<file path="src/rtl/instr_encoder_loader_pkg.sv">
// RV32 field-level request types, opcode constants and the encode/decode immediate helpers
// shared by the instruction loader and its decode-side counterpart.
package instr_encoder_loader_pkg;

    localparam int unsigned XLEN  = 32;
    localparam int unsigned REG_W = 5;
    localparam int unsigned OPC_W = 7;
    localparam int unsigned F3_W  = 3;
    localparam int unsigned F7_W  = 7;

    typedef enum logic [2:0] {
        R_TYPE = 3'd0,
        I_TYPE = 3'd1,
        S_TYPE = 3'd2,
        B_TYPE = 3'd3,
        U_TYPE = 3'd4,
        J_TYPE = 3'd5
    } encoding_type;

    typedef logic [XLEN-1:0] instruction_type;

    localparam logic [OPC_W-1:0] OP_RTYPE  = 7'b0110011;
    localparam logic [OPC_W-1:0] OP_ITYPE  = 7'b0010011;
    localparam logic [OPC_W-1:0] OP_LOAD   = 7'b0000011;
    localparam logic [OPC_W-1:0] OP_STORE  = 7'b0100011;
    localparam logic [OPC_W-1:0] OP_BRANCH = 7'b1100011;

    typedef struct packed {
        encoding_type     encoding;
        logic [OPC_W-1:0] opcode;
        logic [F3_W-1:0]  funct3;
        logic [F7_W-1:0]  funct7;
        logic [REG_W-1:0] rd;
        logic [REG_W-1:0] rs1;
        logic [REG_W-1:0] rs2;
        logic [XLEN-1:0]  imm;
    } instr_request_type;

    // Inverse of immediate_extension; B uses the unscaled 12-bit layout of the decode path.
    function automatic instruction_type encode_instruction(input instr_request_type r);
        instruction_type w;
        w       = '0;
        w[6:0]  = r.opcode;
        case (r.encoding)
            R_TYPE:  w[31:7] = {r.funct7, r.rs2, r.rs1, r.funct3, r.rd};
            I_TYPE:  w[31:7] = {r.imm[11:0], r.rs1, r.funct3, r.rd};
            S_TYPE:  w[31:7] = {r.imm[11:5], r.rs2, r.rs1, r.funct3, r.imm[4:0]};
            B_TYPE:  w[31:7] = {r.imm[11], r.imm[9:4], r.rs2, r.rs1, r.funct3,
                                r.imm[3:0], r.imm[10]};
            U_TYPE:  w[31:7] = {r.imm[31:12], r.rd};
            J_TYPE:  w[31:7] = {r.imm[20], r.imm[10:1], r.imm[11], r.imm[19:12], r.rd};
            default: w[31:7] = '0;
        endcase
        return w;
    endfunction

    function automatic logic [XLEN-1:0] immediate_extension(input instruction_type w,
                                                            input encoding_type enc);
        logic [XLEN-1:0] imm;
        case (enc)
            I_TYPE:  imm = {{20{w[31]}}, w[31:20]};
            S_TYPE:  imm = {{20{w[31]}}, w[31:25], w[11:7]};
            B_TYPE:  imm = {{20{w[31]}}, w[31], w[7], w[30:25], w[11:8]};
            U_TYPE:  imm = {w[31:12], 12'h000};
            J_TYPE:  imm = {{11{w[31]}}, w[31], w[19:12], w[20], w[30:21], 1'b0};
            default: imm = '0;
        endcase
        return imm;
    endfunction

endpackage

</file>
<file path="src/rtl/instruction_packer.sv">
// Combinational field-to-word packer; with ENCODER_CHECK_EN it also flags immediates
// that would not survive the decode-side sign extension.
module instruction_packer
    import instr_encoder_loader_pkg::*;
(
    input  instr_request_type req_i,
    output instruction_type   word_c
`ifdef ENCODER_CHECK_EN
    ,
    output logic              range_ok_c
`endif
);

    assign word_c = encode_instruction(req_i);

`ifdef ENCODER_CHECK_EN
    logic [20:0] isb_hi_c;
    logic [11:0] j_hi_c;

    assign isb_hi_c = req_i.imm[31:11];
    assign j_hi_c   = req_i.imm[31:20];

    // Upper bits must be a pure sign run so the decoder reproduces the same value.
    always_comb begin
        range_ok_c = 1'b1;
        case (req_i.encoding)
            I_TYPE, S_TYPE, B_TYPE: range_ok_c = (&isb_hi_c) | ~(|isb_hi_c);
            J_TYPE:                 range_ok_c = ((&j_hi_c) | ~(|j_hi_c)) & ~req_i.imm[0];
            U_TYPE:                 range_ok_c = ~(|req_i.imm[11:0]);
            default:                range_ok_c = 1'b1;
        endcase
    end
`endif

endmodule

</file>
<file path="src/rtl/instr_encoder_loader.sv">
// Encodes field-level requests into RV32 words and streams them into instruction memory.
// Optional accept-time immediate range check and err pulse under ENCODER_CHECK_EN.
module instr_encoder_loader
    import instr_encoder_loader_pkg::*;
#(
    parameter int unsigned ADDR_W = 5,
    parameter int unsigned DEPTH  = 32
) (
    input  logic                   clk,
    input  logic                   reset_n,
    input  logic                   req_valid,
    output logic                   req_ready,
    input  instr_request_type      req,
    input  logic                   req_last,
    input  logic                   clear,
    output logic                   imem_we,
    input  logic                   imem_ready,
    output logic [ADDR_W-1:0]      imem_addr,
    output logic [XLEN-1:0]        imem_wdata,
    output logic [ADDR_W:0]        count,
    output logic                   full,
`ifdef ENCODER_CHECK_EN
    output logic                   err,
`endif
    output logic                   done
);

    localparam int unsigned       CNT_W   = ADDR_W + 1;
    localparam logic [CNT_W-1:0]  DEPTH_C = CNT_W'(DEPTH);

    typedef enum logic [1:0] {
        IDLE = 2'd0,
        LOAD = 2'd1,
        FULL = 2'd2
    } state_e;

    state_e              state_q, state_d;
    logic                we_q, we_d;
    logic [ADDR_W-1:0]   addr_q, addr_d;
    logic [XLEN-1:0]     wdata_q, wdata_d;
    logic                last_q, last_d;
    logic [CNT_W-1:0]    count_q, count_d;
    logic                full_q, full_d;
    logic                done_q, done_d;

    instruction_type     word_c;
    logic                range_ok_c;
    logic                accept_c;
    logic                load_c;
    logic                complete_c;
    logic                room_c;

`ifdef ENCODER_CHECK_EN
    logic                err_q, err_d;

    instruction_packer u_packer (
        .req_i      (req),
        .word_c     (word_c),
        .range_ok_c (range_ok_c)
    );
`else
    instruction_packer u_packer (
        .req_i  (req),
        .word_c (word_c)
    );

    assign range_ok_c = 1'b1;
`endif

    // Room exists only if the pending word plus a new one still fits within DEPTH.
    assign room_c     = (count_q + CNT_W'(we_q)) < DEPTH_C;
    assign complete_c = we_q && imem_ready;
    assign req_ready  = reset_n && (state_q != FULL) && (!we_q || imem_ready)
                        && !clear && room_c;
    assign accept_c   = req_valid && req_ready;
    assign load_c     = accept_c && range_ok_c;

    always_comb begin
        state_d = state_q;
        we_d    = we_q;
        addr_d  = addr_q;
        wdata_d = wdata_q;
        last_d  = last_q;
        count_d = count_q;
        full_d  = full_q;
        done_d  = 1'b0;
`ifdef ENCODER_CHECK_EN
        err_d   = 1'b0;
`endif

        if (clear) begin
            // Restart wins over any pending write; the held word is dropped.
            state_d = IDLE;
            we_d    = 1'b0;
            addr_d  = '0;
            wdata_d = '0;
            last_d  = 1'b0;
            count_d = '0;
            full_d  = 1'b0;
        end else begin
            if (complete_c) begin
                we_d   = 1'b0;
                done_d = last_q;
                if (count_q != DEPTH_C) begin
                    count_d = count_q + CNT_W'(1);
                end
            end

            if (load_c) begin
                we_d    = 1'b1;
                addr_d  = ADDR_W'(count_d);
                wdata_d = word_c;
                last_d  = req_last;
            end
`ifdef ENCODER_CHECK_EN
            err_d = accept_c && !range_ok_c;
`endif

            full_d = (count_d == DEPTH_C);

            case (state_q)
                IDLE: begin
                    if (load_c) begin
                        state_d = LOAD;
                    end
                end
                LOAD: begin
                    if (complete_c && (count_d == DEPTH_C)) begin
                        state_d = FULL;
                    end else if (complete_c && last_q && !load_c) begin
                        state_d = IDLE;
                    end
                end
                FULL:    state_d = FULL;
                default: state_d = IDLE;
            endcase
        end
    end

    always_ff @(posedge clk or negedge reset_n) begin
        if (!reset_n) begin
            state_q <= IDLE;
            we_q    <= 1'b0;
            addr_q  <= '0;
            wdata_q <= '0;
            last_q  <= 1'b0;
            count_q <= '0;
            full_q  <= 1'b0;
            done_q  <= 1'b0;
`ifdef ENCODER_CHECK_EN
            err_q   <= 1'b0;
`endif
        end else begin
            state_q <= state_d;
            we_q    <= we_d;
            addr_q  <= addr_d;
            wdata_q <= wdata_d;
            last_q  <= last_d;
            count_q <= count_d;
            full_q  <= full_d;
            done_q  <= done_d;
`ifdef ENCODER_CHECK_EN
            err_q   <= err_d;
`endif
        end
    end

    assign imem_we    = we_q;
    assign imem_addr  = addr_q;
    assign imem_wdata = wdata_q;
    assign count      = count_q;
    assign full       = full_q;
    assign done       = done_q;
`ifdef ENCODER_CHECK_EN
    assign err        = err_q;
`endif

endmodule
</file>
<file path="config.mk">
export PLATFORM = sky130hd
export DESIGN_NAME = instr_encoder_loader
export DESIGN_NICKNAME = d
export VERILOG_FILES = /design/src/rtl/instr_encoder_loader_pkg.sv /design/src/rtl/instruction_packer.sv /design/src/rtl/instr_encoder_loader.sv
export SDC_FILE = /design/constraint.sdc
export NUM_CORES = 1
export LEC_CHECK = 0
export BUFFER_PORTS_ARGS = -buffer_cell sky130_fd_sc_hd__buf_2
export CAP_MARGIN = 20
export CELL_PAD_IN_SITES_DETAIL_PLACEMENT = 0
export CELL_PAD_IN_SITES_GLOBAL_PLACEMENT = 2
export CORE_ASPECT_RATIO = 0.8
export CORE_UTILIZATION = 29
export CTS_CLUSTER_SIZE = 40
export DETAILED_ROUTE_END_ITERATION = 16
export GPL_TIMING_DRIVEN = 0
export PLACE_DENSITY = 0.95
export SLEW_MARGIN = 20
export SYNTH_ARGS = -nofsm -noshare
export SYNTH_HDL_FRONTEND = slang
export SYNTH_SLANG_ARGS = --single-unit
</file>
<file path="constraint.sdc">
create_clock -name clk -period 2.8 [get_ports clk]
set_clock_uncertainty 0.2 [all_clocks]
set_input_delay 0.7 -clock clk [delete_from_list [all_inputs] [get_ports clk]]
set_output_delay 0.7 -clock clk [all_outputs]
set_load 0.01 [all_outputs]
</file>
==> results of run 1 <==
[critical path, stage by stage]
cell and delay [ns]:
buf_8 0.30, nand4b_1 0.25, nor3b_1 0.25, buf_2 0.16
[layer usage]
metal,GRT usage [%],wire (um),up-vias
met5,0,0,-
met3,2.78,368,5
li1,-,-,1295
met1,23.2,3950,1272
met4,4.00,55,0
met2,26.9,3580,83
[worst paths after layout]
path,end,cells past startpoint
min in group clk,imem_wdata[7],1
min,imem_wdata[7],1
max in group asynchronous,imem_wdata[26],1
max,req_ready,4
max reg2reg,imem_wdata[2],6
min reg2reg,imem_wdata[7],1
[power breakdown]
part | total (mW) | leakage (nW) | internal [mW] | switching (mW)
Clock | 0.591 | 0.0700 | 0.351 | 0.240
Sequential | 0.752 | 0.673 | 0.735 | 0.0172
Combinational | 0.278 | 1.07 | 0.122 | 0.156
[what timing repair did]
item | in CTS | in global routing
cloned | 0 | 0
gates resized for setup | 1 | 2
buffers inserted | 0 | 0
endpoints found under the setup margin | 1 | 1
pin swaps | 0 | 0
[logic make-up after synthesis]
group                      count (synthesis)  synth area share, %
and+or+nand+nor                           96                 18.5
AOI/OAI and AO/OA                         93                 22.4
muxes                                     17                 6.26
DFF                                       49                 44.7
adders and majority gates                  2                0.913
xor gates and xnor gates                   5                 1.60
buffers and inverters                     34                 5.57
[state kept, by name, summed over array words and instances (netlist names)]
| register | cells |
|---|---|
| imem_wdata | 32 |
| count | 6 |
| imem_addr | 5 |
| state_q | 2 |
| done | 1 |
| full | 1 |
| imem_we | 1 |
| last_q | 1 |
[layout by cell type, fill, tap and decap left out, drive strengths merged, types with 2 or more instances in the layout]
| cell | n |
|---|---|
| a21oi | 19 |
| mux2i | 16 |
| buf | 130 |
| nand4b | 2 |
| nor3b | 3 |
| xnor2 | 4 |
| ha | 2 |
| nor2 | 28 |
| and2 | 2 |
| o22ai | 7 |
| a211oi | 6 |
| nand3 | 2 |
| nor2b | 5 |
| a22oi | 11 |
| inv | 10 |
| nor3 | 4 |
| dfrtp | 49 |
| clkbuf | 18 |
| nand2 | 28 |
| a22o | 11 |
| nand2b | 17 |
| o21ai | 24 |
| o2bb2ai | 9 |
[synth_stat cells (all sizes together)]
cell type / count
dfrtp: 49
o22ai: 7
and2: 2
nor2: 28
nand4b: 2
nand4bb: 1
nor3b: 3
xnor2: 4
nor2b: 5
a211oi: 6
o2111ai: 1
mux2i: 16
buf: 13
inv: 10
a21oi: 19
nand2b: 17
nor4b: 1
nand4: 1
o32ai: 1
nand2: 28
o21bai: 1
a32o: 1
a22oi: 11
o21ai: 24
a211o: 1
mux2: 1
nand3b: 1
nor3: 4
a22o: 11
clkbuf: 11
a21boi: 1
nand3: 2
o2bb2ai: 9
xor2: 1
or3b: 1
ha: 2
[final cells by class]
| type | instances | share of cell area, % |
|---|---|---|
| Timing Repair Buffer | 117 | 16.4 |
| Buffer | 24 | 3.18 |
| Clock buffer | 7 | 3.94 |
| Multi-Input combinational cell | 213 | 37.6 |
| Tap cell | 115 | 3.97 |
| Inverter | 10 | 1.04 |
| Sequential cell | 49 | 33.9 |
[per-stage QoR]
step | hold WS (ns) | total power, mW | TNS, ns | utilization [%]
3_5_place_dp | 0.270 | 1.04 | -6.83 | 38.1
4_1_cts | 0.170 | 1.65 | 0 | 39.7
5_1_grt | 0.139 | 1.71 | 0 | 39.7
2_1_floorplan | 0.204 | 0.908 | 0 | -
6_report | 0.109 | 1.62 | 0 | 39.7
3_3_place_gp | 0.269 | 1.04 | -22.87 | 38.1
==> results.md, run 1 <==
* Final instance area at 0.00362 mm2
* Layout Nets at 495
* Clock transition at path regs at 0.06 ns
* Initial antenna violation count at 0
* Register bit count reported by yosys at 49
* Max Slew Vio Count at 0
* Placed cell areas at 0.00347 mm2
* Yosys warns at 0
* Max_cap viols at 0
* I/O pin count at 120
* Antenna cell count at 0
* Yosys cell types at 42
* Cells after Synth at 296
* CP Launch Type: input port
* Die ar. at 0.00984 mm2
* Largest net degree at the start of global routing at 51
* RSZ-0062 raised after global routing: false
* Fraction of the yosys area taken by sequential cells at 44.7%
* Clock buffer count from CTS at 5
* Die Ht at 88.9 um
* Status: complete, no violations
* Post-synth top area share at 44.7%
* CP startpoint: reset_n
* Fmax at 385 MHz
* Fillers at 953
* Post-DRT Antenna Nets at 0
* Hold Crit Class: input port to async pin
* Worst-Skew Late Latency at 0.28 ns
* Initial Util at 30.1%
* Data arrival, critical path at 1.70 ns
* DRT Pass-1 Iters at 4
* Total track usage at 16.5%
* First-pass GRT wire length at 12.9 mm
* Setup-failing EPs final at 0
* Area contributors post-synth: dfrtp_1 (45%), mux2i_1 (5.8%), nand2b_1 (3.9%), nor2_1 (3.8%), nand2_1 (3.7%)
* Reg2reg start: count[3]
* Die width at 111 um
* CP endpoint kind: output pin
* Syn Area/Cell at 9.26 um2
* CTS tree: yes
* Core area at 0.00911 mm2
* Vias at 2655
* DP Cell Count at 528
* Flop2flop setup slack at 0.63 ns
* Wire per inst at 14.9 um
* Pre-CTS WS at -0.276 ns
* Buffers added on ports at 117
* # DRC at 0
* Tcrit/Tclk final at 92.8%
* Final WL at 7.96 mm
* Post-DR vias/cell at 4.96
* Row count at 31
* CTS sink count at 49
* Hold_buf cts at 0
* Worst slew pin tran at 0.516 ns
* Hpwl dp at 6.20 mm
* Slew headroom at 65.6%
* Hold Vio Cnt, Final at 0
* PnR worst setup slack at 0.201 ns
* Critical Path Fanout Max at 50
* Crit Path Category: input port to output pin
* CTS Buffer Depth at 2
* WP data required at 1.90 ns
* Pwr Density at 448 mW/mm2
* Non-Filler Instances at 535
* Mapped cell area at 0.00274 mm2
* Min cycle time layout at 2.60 ns
* FF/Latch Area at 0.00123 mm2
* RePlAce Congestion at 0.821
* Number of DRC markers in iteration 0 at 155
* H-tree levels at 2
* Peak VDD IR at 0.247 mV
* Total grt overflow at 0
* Area used by multi-input combinational logic at 0.00136 mm2
* P_leak at 1.81 nW
* Root Buffer: clkbuf_16
* Area Overhead vs Synth at 32.2%
* Vias in the first global route at 2539
* Yosys top cell by area: dfrtp_1
* Fraction of layout cells with a size suffix above 1 at 33.6%
* Synthesized Nets at 371
Note: power is estimated with default switching activity, not from simulation.
==> run 2: changes to the inputs <==
--- a/config.mk
+++ b/config.mk
@@ -8,13 +8,13 @@
 export BUFFER_PORTS_ARGS = -buffer_cell sky130_fd_sc_hd__buf_2
 export CAP_MARGIN = 20
 export CELL_PAD_IN_SITES_DETAIL_PLACEMENT = 0
-export CELL_PAD_IN_SITES_GLOBAL_PLACEMENT = 2
+export CELL_PAD_IN_SITES_GLOBAL_PLACEMENT = 1
 export CORE_ASPECT_RATIO = 0.8
-export CORE_UTILIZATION = 29
+export CORE_UTILIZATION = 30
 export CTS_CLUSTER_SIZE = 40
 export DETAILED_ROUTE_END_ITERATION = 16
 export GPL_TIMING_DRIVEN = 0
-export PLACE_DENSITY = 0.95
+export PLACE_DENSITY = 0.83
 export SLEW_MARGIN = 20
 export SYNTH_ARGS = -nofsm -noshare
 export SYNTH_HDL_FRONTEND = slang
==> results.md, run 2 (same netlist as run 1, synthesis figures left out) <==
* CTS tree: yes
* Setup repair bufs after CTS at 0
* Total grt overflow at 0
* Hold_buf cts at 0
* Initial antenna violation count at 0
* Pwr Density at 444 mW/mm2
* Hold Vio Cnt, Final at 0
* Layout Utilization at 41.7%
* Vias in the first global route at 2596
* Vias at 2661
* RePlAce Congestion at 0.885
* Core area at 0.00867 mm2
* Clock buffer count from CTS at 5
* Final WL at 7.60 mm
* # DRC at 0
* Hold Crit Class: input port to async pin
* CTS Buffer Depth at 2
* Buffers added on ports at 117
* Sequential fraction of design power at 46.9%
* Area Overhead vs Synth at 31.9%
* P_leak at 1.81 nW
* Crit Path Category: input port to output pin
* Post-DR vias/cell at 4.99
* Setup TNS at 0 ns
* H-tree levels at 2
* Layout Nets at 495
* Worst-Skew Late Latency at 0.28 ns
* Largest net degree at the start of global routing at 51
* Clock transition at path regs at 0.06 ns
* Die width at 109 um
* Critical Path Fanout Max at 50
* Slew headroom at 66.2%
* Min cycle time layout at 2.57 ns
* DRT Pass-1 Iters at 5
* Status: complete, no violations
* Die Ht at 87.5 um
* Setup-failing EPs final at 0
* Net Sw Frac at 26.1%
* Fin Hold WS at 0.117 ns
* Fmax at 389 MHz
* Int Pwr at 1.19 mW
* WP data required at 1.90 ns
* CTS sink count at 49
* Flop2flop setup slack at 0.56 ns
* CP endpoint kind: output pin
* Total track usage at 17.0%
* Non-Filler Instances at 533
* Die ar. at 0.00952 mm2
* Max_cap viols at 0
* I/O pin count at 120
* Max Slew Vio Count at 0
* Max FFs per register at 32
* Worst R2R Path Depth at 6
* DP Cell Count at 525
* Data arrival, critical path at 1.67 ns
* Commonest non-fill, non-tap cell in the layout: buf_2
* Antenna cell count at 0
* Switch Pwr at 419 uW
* Fillers at 884
* RSZ-0062 raised after global routing: false
* Reg2reg start: imem_we
* R2R Path End: state_q[0]
* Root Buffer: clkbuf_16
* Peak VDD IR at 0.351 mV
* Clk network pwr share at 36.0%
* Wire per inst at 14.3 um
* CP Launch Type: input port
* Initial Util at 31.6%
* Number of DRC markers in iteration 0 at 119
* Tcrit/Tclk final at 91.9%
* Fraction of layout cells with a size suffix above 1 at 33.7%
* Comb power frac at 17.1%
* Worst slew pin tran at 0.506 ns
* First-pass GRT wire length at 12.7 mm
* Post-DRT Antenna Nets at 0
* Row count at 30
* Hpwl dp at 5.99 mm
* Most frequent cells in the layout: buf_2 (124), dfrtp_1 (49), nor2_1 (28)
-- run 2: critical path: stages --
cell and delay (ns):
buf_8 0.31, nand4b_1 0.23, nor3b_1 0.25, buf_2 0.17
-- run 2: final cells by class --
cell class / instances / area [um2] / area share (%)
well taps: 112 / 140 / 3.88
clock buffers: 6 / 129 / 3.57
repair buffers: 117 / 596 / 16.5
inverters: 10 / 37.5 / 1.04
plain buffers: 24 / 115 / 3.18
flip-flops and latches: 49 / 1230 / 33.9
multi-input cells: 213 / 1360 / 37.7
clock inverters: 2 / 10.0 / 0.277
-- run 2: stage by stage --
stage          power (mW)  instance area (um2)  setup slack, ns
2_1_floorplan       0.908                 2740            0.569
3_3_place_gp         1.04                 3470           -0.637
3_5_place_dp         1.04                 3470           -0.312
4_1_cts              1.63                 3610           0.0943
5_1_grt              1.70                 3610           0.0480
6_report             1.60                 3610            0.228
-- run 2: power by group through the flow --
| stage | Sequential [mW] | Clock, mW | Combinational [mW] |
|---|---|---|---|
| after floorplan | 0.775 | 0 | 0.132 |
| after global placement | 0.764 | 0 | 0.272 |
| after detailed placement | 0.765 | 0 | 0.278 |
| after CTS | 0.752 | 0.603 | 0.279 |
| after global routing | 0.755 | 0.632 | 0.310 |
| final | 0.752 | 0.577 | 0.275 |
-- run 2: repair_timing --
item / in CTS / in global routing
endpoints found under the setup margin: 1 / 4
resized for setup: 1 / 2
gates cloned: 0 / 0
-- run 2: layer usage --
metal	track usage [%]	wire length (um)
met5	0	0
met1	25.0	3770
met3	3.59	498
met4	2.46	31
met2	26.1	3300
-- run 2: worst max-delay path by stage --
stage | start | slack (ns) | depth (start not counted) | end
2_1_floorplan | imem_ready | 0.57 | 3 | req_ready
3_3_place_gp | reset_n | -0.64 | 5 | imem_wdata[6]
3_5_place_dp | reset_n | -0.31 | 5 | imem_wdata[1]
4_1_cts | reset_n | 0.09 | 4 | req_ready
5_1_grt | reset_n | 0.05 | 4 | req_ready
6_report | reset_n | 0.23 | 4 | req_ready
